[src/rtl/seq_control.sv]
// Multi-cycle fetch / execute / memory sequencer for the RV32I core.
// Define SEQ_TRAP_EN to trap on illegal opcodes; otherwise they retire as NOPs.
module seq_control #(
  parameter int FETCH_WAIT = 0,
  parameter int RETIRE_W   = 32
) (
  input  logic                clk,
  input  logic                rst,
  input  logic [6:0]          opcode,
  input  logic                stall,
  input  logic                imem_ready,
  input  logic                dmem_ready,
  output logic                en_iaddr,
  output logic                load_ir,
  output logic                en_dmem,
  output logic                reg_we,
  output logic                enable_pc_counter,
  output logic                halted,
  output logic [RETIRE_W-1:0] retired
);

  localparam logic [6:0] OP_LOAD   = 7'b0000011;
  localparam logic [6:0] OP_STORE  = 7'b0100011;
  localparam logic [6:0] OP_ALU    = 7'b0110011;
  localparam logic [6:0] OP_ALUI   = 7'b0010011;
  localparam logic [6:0] OP_BRANCH = 7'b1100011;
  localparam logic [6:0] OP_JAL    = 7'b1101111;
  localparam logic [6:0] OP_JALR   = 7'b1100111;
  localparam logic [6:0] OP_LUI    = 7'b0110111;
  localparam logic [6:0] OP_AUIPC  = 7'b0010111;

  localparam logic [2:0] S_IDLE    = 3'd0;
  localparam logic [2:0] S_ADDR    = 3'd1;
  localparam logic [2:0] S_WAIT    = 3'd2;
  localparam logic [2:0] S_LOAD_IR = 3'd3;
  localparam logic [2:0] S_EXEC    = 3'd4;
  localparam logic [2:0] S_MEM     = 3'd5;
  localparam logic [2:0] S_TRAP    = 3'd6;

  // A zero-width counter is not legal, so keep one bit when WAIT is never used.
  localparam int              CNT_W     = (FETCH_WAIT > 0) ? $clog2(FETCH_WAIT + 1) : 1;
  localparam logic [CNT_W-1:0] WAIT_LOAD = CNT_W'(FETCH_WAIT);

  function automatic logic is_mem_op(input logic [6:0] op);
    return (op == OP_LOAD) || (op == OP_STORE);
  endfunction

  function automatic logic is_plain_op(input logic [6:0] op);
    case (op)
      OP_ALU, OP_ALUI, OP_BRANCH, OP_JAL, OP_JALR, OP_LUI, OP_AUIPC: return 1'b1;
      default:                                                      return 1'b0;
    endcase
  endfunction

  logic [2:0]       state, state_nxt;
  logic [CNT_W-1:0] wait_cnt, wait_cnt_nxt;
  logic             mem_is_load, mem_is_load_nxt;
  logic             ld_req;
  logic             done;
  logic             done_wr;

  always_comb begin
    state_nxt       = state;
    wait_cnt_nxt    = wait_cnt;
    mem_is_load_nxt = mem_is_load;
    ld_req          = 1'b0;
    done            = 1'b0;
    done_wr         = 1'b0;
    case (state)
      S_IDLE: state_nxt = S_ADDR;
      S_ADDR: begin
        if (FETCH_WAIT > 0) begin
          state_nxt    = S_WAIT;
          wait_cnt_nxt = WAIT_LOAD;
        end else begin
          state_nxt = S_LOAD_IR;
        end
      end
      S_WAIT: begin
        if (wait_cnt > CNT_W'(1)) begin
          wait_cnt_nxt = wait_cnt - CNT_W'(1);
        end else begin
          wait_cnt_nxt = '0;
          state_nxt    = S_LOAD_IR;
        end
      end
      S_LOAD_IR: begin
        if (imem_ready) begin
          ld_req    = 1'b1;
          state_nxt = S_EXEC;
        end
      end
      S_EXEC: begin
        if (is_mem_op(opcode)) begin
          // Class is latched here so MEM ignores whatever the IR bus does later.
          mem_is_load_nxt = (opcode == OP_LOAD);
          state_nxt       = S_MEM;
        end else if (is_plain_op(opcode)) begin
          done      = 1'b1;
          done_wr   = (opcode != OP_BRANCH);
          state_nxt = S_ADDR;
        end else begin
`ifdef SEQ_TRAP_EN
          state_nxt = S_TRAP;
`else
          done      = 1'b1;
          state_nxt = S_ADDR;
`endif
        end
      end
      S_MEM: begin
        if (dmem_ready) begin
          done      = 1'b1;
          done_wr   = mem_is_load;
          state_nxt = S_ADDR;
        end
      end
      S_TRAP:  state_nxt = S_TRAP;
      default: state_nxt = S_IDLE;
    endcase
  end

  // Stall freezes every register; the strobes below are masked separately.
  always_ff @(posedge clk or negedge rst) begin
    if (!rst) begin
      state       <= S_IDLE;
      wait_cnt    <= '0;
      mem_is_load <= 1'b0;
      retired     <= '0;
    end else if (!stall) begin
      state       <= state_nxt;
      wait_cnt    <= wait_cnt_nxt;
      mem_is_load <= mem_is_load_nxt;
      if (done) retired <= retired + RETIRE_W'(1);
    end
  end

  assign en_iaddr          = (state == S_ADDR) || (state == S_WAIT) || (state == S_LOAD_IR);
  assign en_dmem           = (state == S_MEM);
  assign load_ir           = ld_req & ~stall;
  assign enable_pc_counter = done & ~stall;
  assign reg_we            = done_wr & ~stall;

`ifdef SEQ_TRAP_EN
  assign halted = (state == S_TRAP);
`else
  assign halted = 1'b0;
`endif

endmodule

[config.mk]
export PLATFORM = sky130hd
export DESIGN_NAME = seq_control
export DESIGN_NICKNAME = d
export VERILOG_FILES = /design/src/rtl/seq_control.sv
export SDC_FILE = /design/constraint.sdc
export NUM_CORES = 1
export LEC_CHECK = 0
export BUFFER_PORTS_ARGS = -buffer_cell sky130_fd_sc_hd__buf_2
export CAP_MARGIN = 10
export CELL_PAD_IN_SITES_DETAIL_PLACEMENT = 1
export CELL_PAD_IN_SITES_GLOBAL_PLACEMENT = 1
export CORE_MARGIN = 4
export CORE_UTILIZATION = 35
export CTS_BUF_LIST = sky130_fd_sc_hd__clkbuf_4 sky130_fd_sc_hd__clkbuf_8
export DETAILED_ROUTE_END_ITERATION = 10
export PLACE_DENSITY_LB_ADDON = 0.1
export SLEW_MARGIN = 10
export SYNTH_ARGS = -nofsm -noshare
export SYNTH_HDL_FRONTEND = slang
export SYNTH_SLANG_ARGS = --single-unit
[constraint.sdc]
create_clock -name clk -period 2.7 [get_ports clk]
set_input_delay 0.54 -clock clk [delete_from_list [all_inputs] [get_ports clk]]
set_output_delay 0.54 -clock clk [all_outputs]
set_load 0.005 [all_outputs]
=== Word-level counts from Yosys, hierarchy flattened ===
Cells that the tools add are included.

* Output and inout port bits: 38
* Word-level logic and storage cells: 57
* Input bits: 12
* Flip-flop bits (word level): 37

* Equality and inequality tests: 19
* Reductions and logical operators: 9
* $lt $le $gt $ge: 1
* Muxes and demuxes: 18
* $add $sub $neg: 2
* Bitwise gates (word level): 4

{| class="wikitable"
|+ Operators with widths
! kind !! number
|-
| adder 32 x 1 -> 32 bit (second input constant) || 1
|-
| equality test 7 x 6 -> 1 bit (second input constant) || 3
|-
| equality test 7 bit (second input constant) || 3
|-
| one-hot mux 3 bit (7 select lines) || 1
|-
| equality test 7 x 5 -> 1 bit (second input constant) || 2
|-
| 2-to-1 mux 3 bit || 4
|-
| 2-to-1 mux 1 bit || 11
|-
| equality test 3 bit (second input constant) || 3
|-
| equality test 7 x 2 -> 1 bit (second input constant) || 1
|-
| inequality test 7 bit (second input constant) || 1
|-
| OR reduction 7 bit || 1
|-
| equality test 3 x 2 -> 1 bit (second input constant) || 2
|-
| inequality test 2 bit (second input constant) || 3
|-
| one-hot mux 1 bit (2 select lines) || 2
|-
| AND reduction 2 bit || 2
|-
| AND reduction 4 bit || 1
|-
| AND 1 bit || 3
|-
| equality test 3 x 1 -> 1 bit (second input constant) || 1
|-
| zero test 3 bit || 1
|-
| logical OR 1 bit || 3
|-
| AND reduction 3 bit || 1
|-
| > comparator 1 bit (second input constant) || 1
|-
| NOT 1 bit || 1
|-
| subtractor 1 bit (second input constant) || 1
|}

=== Depth between registers and ports, before layout ===
* Depth in word-level cells: 9
* Mapped depth: 6
* Mapped depth without buffers: 6

=== Worst setup path before layout ===
OpenSTA, ideal clock, no wires.

* Path kind: in2out
* From: in opcode[2]
* To: out enable_pc_counter
* Slack: 0.388 ns
* Buffers on the path: 0
* Required time: 2.160 ns
* Cell stages on the path: 3
* Arrival: 1.772 ns
* Cells stage by stage: or4_1 o31ai_4 nor2_1

* Cells in the longest elaborated chain, start to end: 5
* Elaborated cells between the ends (all ways): 6

{| class="wikitable"
|+ RTL lines
! item !! RTL line !! source
|-
| start, declared || 9 || <nowiki>input logic [6:0] opcode,</nowiki>
|-
| equality test 7 x 2 -> 1 bit or equality test 7 x 6 -> 1 bit (tied branches) || 45 || <nowiki>return (op == OP_LOAD) || (op == OP_STORE);</nowiki>
|-
| logical OR 1 bit (*) || 45 ||
|-
| 2-to-1 mux 1 bit (*) || 94 || <nowiki>if (is_mem_op(opcode)) begin</nowiki>
|-
| one-hot mux 1 bit (2 select lines) (*) || 69 || <nowiki>case (state)</nowiki>
|-
| AND 1 bit (*) || 141 || <nowiki>assign enable_pc_counter = done & ~stall;</nowiki>
|-
| end, declared || 17 || <nowiki>output logic enable_pc_counter,</nowiki>
|}

Every way passes the cells marked *; elsewhere a longest branch is shown, timed or not.

=== Worst setup path in the final report ===
* From: reg state[1]
* To: out enable_pc_counter

* Cells in the longest elaborated chain, start to end: 3
* Elaborated cells between the ends (all ways): 4

{| class="wikitable"
|+ RTL lines
! item !! RTL line !! source
|-
| start, declared || 55 || <nowiki>logic [2:0] state, state_nxt;</nowiki>
|-
| start signal, assigned || 131 || <nowiki>state <= state_nxt;</nowiki>
|-
| equality test 3 bit || 69 ||
|-
| one-hot mux 1 bit (2 select lines) (*) || 69 ||
|-
| AND 1 bit (*) || 141 ||
|}

Marks and branches as above.

==> metrics.txt <==
status finished, final reports clean; DP Wirelength 3.21 mm; Pwr Density ~570 nW/µm²; crit-path max FO 8; Synth cell types 32; Die ar. 6190 µm²; TritonCTS clock tree done; worst skew pair latency roughly 0.28 ns; Synth Cell Area around 1700 µm²; Req. time, crit path 2.16 ns; WL/cell 14.8 µm; leak pwr 1.09 nW; Net Count, Synth approximately 170; Slew HR 0.465; Max Slew Vio Count 0; Num CTS Buffers 5; area delta synth->final 23.1%; commonest non-fill, non-tap cell in the layout buf_2; I/O pins 50; Setup Total Neg Slack 0 ns; Comb pwr share 0.166; Warnings, synthesis 0; IO buf count 48; Slowest cell on crit path or3b_1; Root Buffer clkbuf_8; crit end category output port; TritonRoute pass-1 iters 4; minimum clock period roughly 2.4 ns; initial DRC count between 50 and 60; Ant. Diodes 0; Via density approximately 4.9; vias in the first global route roughly 1,500; most frequent cells in the layout buf_2 (48), dfrtp_1 (36), xnor2_1 (25); postcts setup bufs 0; post-synth top area share 0.515; Post-DRT Antenna Nets 0; CP Data Arrival Time 1.82 ns; Avg Cell Area, Syn 10.9 µm²; Post-DP Area 2070 µm²; total wire length after detailed routing 4.18 mm; post-synthesis instance total 161; Fin Clk Skew 0.00826 ns; Post-Synth Simple-Gate Area 0.250; Die Height 78.7 µm; Clock power frac 0.300; peak supply drop 0.000317 V; area leader, netlist dfrtp_1; RSZ-0062 raised after global routing no; post-cts resize count 0; clk buf depth 2; internal power between 800 and 900 µW; pin count of the biggest net entering global routing 37; CP Class flip-flop to output port; Sw Share 0.295; Clock transition at path regs 0.07 ns; proportion of synthesized area in mux cells 0.0186; complex-gate fraction of the synthesized area 0.0365; main combinational cell family by area after synthesis simple AND/OR/NAND/NOR gates; first-pass GRT wire length 7.20 mm; Hold Fails Final Rpt 0; CP startpoint kind flip-flop; Die X 78.7 µm; largest cells by area after synthesis dfrtp_1 (52%), xnor2_1 (13%), nand3_1 (5.2%), nor4_4 (3.6%), nor2_1 (3.0%); hold_buf cts 0; CP Cell Sequence or3b_1 > nor2_1 > buf_2; # Max-Cap Violations 0; fin crit share 0.876; initial antenna violation count 0; H-tree depth 2; Post-Synth Adder-Cell Area 0.00715; Post-Layout Inst Area 2150 µm²; DP Cell Count 275; drt drc 0; global placement routability congestion ~0.77; worst slew pin tran 0.803 ns; CP max stage delay 0.52 ns; Sink Count 36; share of cells above drive strength 1 0.293; Max Fclk around 0.42 GHz; DR vias roughly 1,400; Std-Cell Rows 25; Final setup viols 0; Hold WC Path Type primary input to asynchronous set/reset pin; fillcell total approximately 560; # nets final 228; sw power between 300 and 400 µW; Tot GR Track Use 0.147; Largest delay share family, worst path simple AND/OR/NAND/NOR gates; synthesis-stage register bit count 36; Hold Worst Slack ~0.34 ns; Core ar. 4790 µm²; Buf+Inv Stages, Crit Path 1; Seq/Total Area, Yosys 0.515; fin cells 282; GRT overflow 0; sequential share of power 0.534; XOR/XNOR Fraction of Synth Area 0.155; Starting Density 0.365
-- power by group through the flow --
| stage | clock [mW] | combinational, mW | sequential (mW) |
|---|---|---|---|
| 2_1_floorplan | 0 | 0.139 | 0.635 |
| 3_3_place_gp | 0 | 0.199 | 0.659 |
| 3_5_place_dp | 0 | 0.209 | 0.662 |
| 4_1_cts | 0.385 | 0.210 | 0.652 |
| 5_1_grt | 0.416 | 0.234 | 0.664 |
| 6_report | 0.367 | 0.203 | 0.652 |
-- metrics by stage --
stage,worst slack (ns),power (mW),util
finish,0.335,1.22,0.450
global route,0.183,1.31,0.450
CTS,0.291,1.25,0.450
detailed placement,0.319,0.872,0.433
global placement,0.369,0.858,0.433
floorplan,0.388,0.774,-
-- area by class of cell --
type | instances | area [µm²] | share of cell area
inverters | 3 | 11.3 | 0.00523
flip-flops and latches | 36 | 901 | 0.418
clock inverters | 1 | 5.00 | 0.00232
repair buffers | 50 | 255 | 0.119
clock buffers | 6 | 76.3 | 0.0354
well taps | 67 | 83.8 | 0.0389
multi-input cells | 119 | 821 | 0.381
-- logic make-up after synthesis --
group / after synthesis
xor gates and xnor gates: 31
and+or+nand+nor: 74
AOI/OAI and AO/OA: 9
muxes: 3
adders and majority gates: 1
buffers and inverters: 6
other: 1
DFF: 36
-- worst register-to-register path, stage by stage (launching register included) --
cell	delay, ns
dfrtp_1	0.45
or3b_1	0.52
or3_4	0.45
nor4_4	0.35
nand4_1	0.16
xnor2_1	0.14
-- registers in the layout (all words and copies together) (netlist names) --
register	flops
state	3
retired	32
mem_is_load	1
-- metal layers --
metal / routed length [µm] / track usage / vias up
met1: 1830 / 0.174 / 669
met4: 40 / 0.0437 / 0
li1: - / - / 668
met2: 2050 / 0.253 / 34
met5: 0 / 0 / -
met3: 270 / 0.0510 / 5
-- cells in the mapped netlist --
library cell,count
a21o_1,1
a21oi_1,6
and3_1,6
and4_1,2
buf_2,1
buf_4,1
clkbuf_1,1
conb_1,1
dfrtp_1,36
ha_1,1
inv_1,3
mux2_1,1
mux2_2,1
mux2i_1,1
nand2_1,11
nand2b_1,2
nand3_1,18
nand4_1,7
nor2_1,14
nor3_1,1
nor3b_1,1
nor4_1,3
nor4_4,3
o21ai_0,1
o31ai_4,1
or2_1,2
or3_1,1
or3_4,1
or3b_1,1
or4_1,1
xnor2_1,25
xor2_1,6
-- final timing paths --
check	startpoint	to	slack, ns	cells after the start
worst max-delay path	state[1]	enable_pc_counter	0.34	3
worst min register to register	retired[9]	retired[9]	0.49	1
worst max register to register	state[1]	retired[29]	0.52	5
worst min-delay path	rst	retired[22]	0.34	1
max in group asynchronous	rst	mem_is_load	1.85	1
min in group clk	opcode[5]	mem_is_load	0.46	2
Note: power is estimated with default switching activity, not from simulation.
